`src/rtl/regdelay_var.sv`:
```
// Runtime-programmable, stall-aware delay line for W-bit words with a valid flag.
// Behaves as a D-stage shift register clocked by (clk & step), built on a circular buffer.
module regdelay_var #(
  parameter int W  = 8,
  parameter int N  = 16,
  parameter int DW = $clog2(N + 1)
) (
  input  logic          clk,
  input  logic          clr_n,
  input  logic          step,
  input  logic          flush,
  input  logic          load,
  input  logic [DW-1:0] dly_in,
  input  logic          in_valid,
  input  logic [W-1:0]  in,
  output logic          out_valid,
  output logic [W-1:0]  out,
  output logic          primed,
  output logic [DW-1:0] dly
);

  localparam int PW = $clog2(N);
  localparam logic [DW-1:0] NMAX = DW'(N);
  localparam logic [PW-1:0] LAST = PW'(N - 1);

  logic [N-1:0]  vld;
  logic [W-1:0]  dat [N];
  logic [PW-1:0] wp;
  logic [DW-1:0] cnt;

  logic [PW-1:0] off;
  logic [PW-1:0] rd_idx;
  logic          rd_valid;
  logic [W-1:0]  rd_data;
  logic [DW-1:0] dly_san;

  // The output register is the D-th stage, so the buffer only holds D-1 words;
  // the oldest of them sits D-1 slots behind the write pointer.
  always_comb begin
    off = PW'(dly - DW'(1));
    if (wp >= off) begin
      rd_idx = wp - off;
    end else begin
      rd_idx = wp + PW'(N) - off;
    end
    if (dly == DW'(1)) begin
      rd_valid = in_valid;
      rd_data  = in;
    end else begin
      rd_valid = vld[rd_idx];
      rd_data  = dat[rd_idx];
    end
  end

  always_comb begin
    if (dly_in == '0) begin
      dly_san = DW'(1);
    end else if (dly_in > NMAX) begin
      dly_san = NMAX;
    end else begin
      dly_san = dly_in;
    end
  end

  always_ff @(posedge clk or negedge clr_n) begin
    if (!clr_n) begin
      vld       <= '0;
      wp        <= '0;
      cnt       <= '0;
      dly       <= NMAX;
      out_valid <= 1'b0;
      out       <= '0;
    end else if (load) begin
      vld       <= '0;
      cnt       <= '0;
      dly       <= dly_san;
      out_valid <= 1'b0;
      out       <= '0;
    end else if (flush) begin
      vld       <= '0;
      cnt       <= '0;
      out_valid <= 1'b0;
      out       <= '0;
    end else if (step) begin
      vld[wp]   <= in_valid;
      wp        <= (wp == LAST) ? '0 : wp + PW'(1);
      out_valid <= rd_valid;
      out       <= rd_valid ? rd_data : '0;
      if (cnt != NMAX) begin
        cnt <= cnt + DW'(1);
      end
    end
  end

  // Data words need no reset; stale contents are masked by the cleared valid flags.
  always_ff @(posedge clk) begin
    if (step && !load && !flush) begin
      dat[wp] <= in;
    end
  end

  assign primed = (cnt >= dly);

endmodule

```
`config.mk`:
```
export PLATFORM = sky130hd
export DESIGN_NAME = regdelay_var
export DESIGN_NICKNAME = d
export VERILOG_FILES = /design/src/rtl/regdelay_var.sv
export SDC_FILE = /design/constraint.sdc
export NUM_CORES = 1
export LEC_CHECK = 0
export ABC_AREA = 1
export CAP_MARGIN = 0
export CORE_UTILIZATION = 60
export CTS_CLUSTER_DIAMETER = 80
export CTS_CLUSTER_SIZE = 30
export DETAILED_ROUTE_END_ITERATION = 8
export HOLD_SLACK_MARGIN = 0.08
export PLACE_DENSITY = 0.87
export SYNTH_ARGS = -nofsm -noshare
export SYNTH_HDL_FRONTEND = slang
export SYNTH_SLANG_ARGS = --single-unit
```
`constraint.sdc`:
```
create_clock -name clk -period 3.3 [get_ports clk]
set_clock_uncertainty 0.1 [all_clocks]
set_input_delay 0.495 -clock clk [delete_from_list [all_inputs] [get_ports clk]]
set_output_delay 0.495 -clock clk [all_outputs]
set_load 0.02 [all_outputs]
```
==> results.tsv <==
stage	metric	value	unit
sta	fin_ws	381	ps
synth	ys.flop_type	edfxtp_1	
synth	synth_area_leaders	edfxtp_1, dfrtp_1, nand2_1, nand3_1, ha_1	
floorplan	dieWidth	114	um
outcome	outcome	completed	
synth	synth_nets	754	
setup_path	timing.rr.start	wp[1]$_DFFE_PN0P_	
clock_network	clk_latency	420	ps
sta	fmax	0.343	GHz
synth	ys_ff_latch	167	
synth	synthCells	719	
setup_path	rrSetupSlack	450	ps
power_and_ir_drop	power_frac_comb	38.8	%
setup_path	cp_data_required_time	2700	ps
setup_path	endpoint_kind	output port	
power_and_ir_drop	fin_total_pwr	7.14	mW
sta	relSlewSlack	39.9	%
floorplan	die_h	114	um
route	drc_errors	0	
floorplan	io_pins	34	
cells_and_area	nets	795	
synth	syn_area_per_cell	10.5	um^2
route	post_drt_wl_per_cell	18.5	um
setup_path	reg2regPathDepth	14	
route	first_pass_iters	6	
power_and_ir_drop	p_int	4.34	mW
clock_network	postCtsHoldBufs	0	
clock_network	postCtsResizedCells	0	
clock_network	cts_tree	done	
setup_path	r2r_end	out[7]$_DFFE_PN0P_	
clock_network	htreeDepth	4	
sta	worst_pin_slew	898	ps
global_route	grt-ovfl-total	0	
power_and_ir_drop	pwr-share-clk	26.9	%
cells_and_area	areaGrowthSynthToFinish	13.6	%
placed_design	gp_congestion	0.831	
placed_design	dpl_cell_area	7980	um^2
placed_design	pre_cts_ws	545	ps
synth	netlist_area	7530	um^2
floorplan	fp.coreArea	12100	um^2
power_and_ir_drop	seq_power_share	34.2	%
setup_path	criticalPathCategory	register to output port	
cells_and_area	antenna_cells	0	
global_route	globalRouteTotalUtil	28.5	%
synth	synth_edf_count	128	
synth	async_flop_share	23.4	%
placed_design	dp_hpwl	10.9	mm
synth	ys_seq_area_share	64.0	%
placed_design	port_buffers	33	
power_and_ir_drop	ir_drop	0.608	mV
global_route	grt_max_degree	73	
placed_design	dp.cells	909	
power_and_ir_drop	p_leak	3.38	nW
floorplan	rows	40	
cells_and_area	stdcell_count	941	
clock_network	root_buffer	clkbuf_16	
power_and_ir_drop	power_density	835	nW/um^2
synth	synth_cell_types	39	
hold_path	hp-class	input pin to async pin	
sta	setup_violations	0	
sta	slew_violations	0	
setup_path	crit_arrival	2320	ps
sta	period_minus_slack	2920	ps
route	vias_per_cell	5.90	
cells_and_area	fin_area	8560	um^2
synth	yosys_warnings	0	
floorplan	die-area	13000	um^2
sta	tns	0	ps
route	wirelength	17.4	mm
clock_network	clock_sinks	167	
floorplan	initial_core_util	62.2	%
sta	hold_viol_final	0	
run	drv_cap	0	
route	via_count	5553	
setup_path	cp_max_fo	5	
sta	period_share	88.4	%
clock_network	post-cts-setup-buffers	0	
setup_path	startpoint_type	register	
clock_network	clkSlewWorstSetupHoldPaths	60	ps
global_route	grt_pass1_vias	5615	
route	ant_nets	0	
cells_and_area	final_core_util	70.7	%
power_and_ir_drop	swShare	39.2	%
clock_network	clockBufferDepth	2	
clock_network	cts_inserted_buffers	17	
synth	yosysTopAreaCellShare	51.0	%
cells_and_area	drive_gt1_share	9.57	%
cells_and_area	fillers	837	
route	drt_iter0_markers	677	
power_and_ir_drop	power.switching	2.80	mW
synth	synth_top_cell_by_area	edfxtp_1	
global_route	antenna_found_initial	0	
sta	fin_hold_ws	92.7	ps
global_route	grt_pass1_wl	27.5	mm
sta	rsz0062_at_grt	no	
[flip-flops by register name, summed over array words and instances, names as in the netlist]
name       flops
dat          128
vld           16
out            8
cnt            5
dly            5
wp             4
out_valid      1
[placed cells by master, fill, tap and decap left out, types with 2 or more instances in the layout]
master	instances
a21oi_1	18
a31oi_1	2
buf_4	21
bufinv_16	2
clkbuf_16	17
clkdlybuf4s50_1	32
clkinv_2	3
clkinvlp_4	7
dfrtp_1	38
edfxtp_1	128
ha_1	14
inv_1	32
inv_2	3
inv_6	3
nand2_1	225
nand2_2	6
nand3_1	135
nand4_1	3
nor2_1	35
nor3_1	5
o21ai_0	18
o21bai_1	2
o22ai_1	4
[cells in the mapped netlist, types with 2 or more instances]
master    instances
ha_1             15
o21ai_0          18
buf_1             4
dfrtp_1          38
buf_2            10
nand3_1         135
a31oi_1           2
nor2_1           35
nand4_1           3
a21oi_1          18
inv_2             3
edfxtp_1        128
nand2_1         225
o21bai_1          2
clkbuf_1          3
nor3_1            5
o22ai_1           4
nand2_2           6
buf_6            14
inv_1            32
[cells by family after synthesis]
group	after synthesis	synth area share (%)
DFF	167	64.0
and+or+nand+nor	416	24.0
xor gates and xnor gates	1	0.116
adders and majority gates	16	2.76
AOI/OAI and AO/OA	48	3.59
buffers and inverters	71	5.60
[worst max-delay path by stage]
| stage | startpoint | endpoint | slack [ps] |
|---|---|---|---|
| after floorplan | dly[1]$_DFFE_PN0P_ | out[2]$_DFFE_PN0P_ | 730 |
| after global placement | wp[1]$_DFFE_PN0P_ | out[6]$_DFFE_PN0P_ | 690 |
| after detailed placement | wp[1]$_DFFE_PN0P_ | out[7]$_DFFE_PN0P_ | 540 |
| after CTS | cnt[0]$_DFFE_PN0P_ | primed | 370 |
| after global routing | cnt[0]$_DFFE_PN0P_ | primed | 270 |
| final | cnt[0]$_DFFE_PN0P_ | primed | 380 |
[critical path: stages, from the launching register on]
cell and delay (ps):
dfrtp_1 420, inv_1 100, ha_1 280, inv_1 30, nand2_1 60, a21oi_1 60, o21bai_1 130, a21oi_1 80
o21bai_1 120, clkdlybuf4s50_1 620
[routing by layer]
metal	share of wire [%]	wire length [um]	global-route usage [%]	up-vias
met5	0	0	0	-
met1	38	6590	34.3	2660
li1	-	-	-	2549
met4	3.6	624	16.5	0
met3	7.1	1230	6.03	69
met2	51	8930	47.7	275
[layout make-up]
type	instances	area, um^2	area share (%)
Tap cell	168	210	2.46
Multi-Input combinational cell	481	2290	26.8
Sequential cell	167	4820	56.3
Clock inverter	15	154	1.80
Timing Repair Buffer	55	503	5.88
Clock buffer	17	425	4.97
Inverter	38	153	1.78
[power groups by stage]
| stage | combinational, mW | clock (mW) | sequential (mW) |
|---|---|---|---|
| final | 2.78 | 1.92 | 2.44 |
| after global routing | 3.02 | 2.03 | 2.45 |
| after CTS | 2.74 | 1.94 | 2.44 |
| after detailed placement | 2.70 | 0 | 2.48 |
| after global placement | 2.62 | 0 | 2.48 |
| after floorplan | 2.03 | 0 | 2.49 |
(Power assumes the default switching activity.)
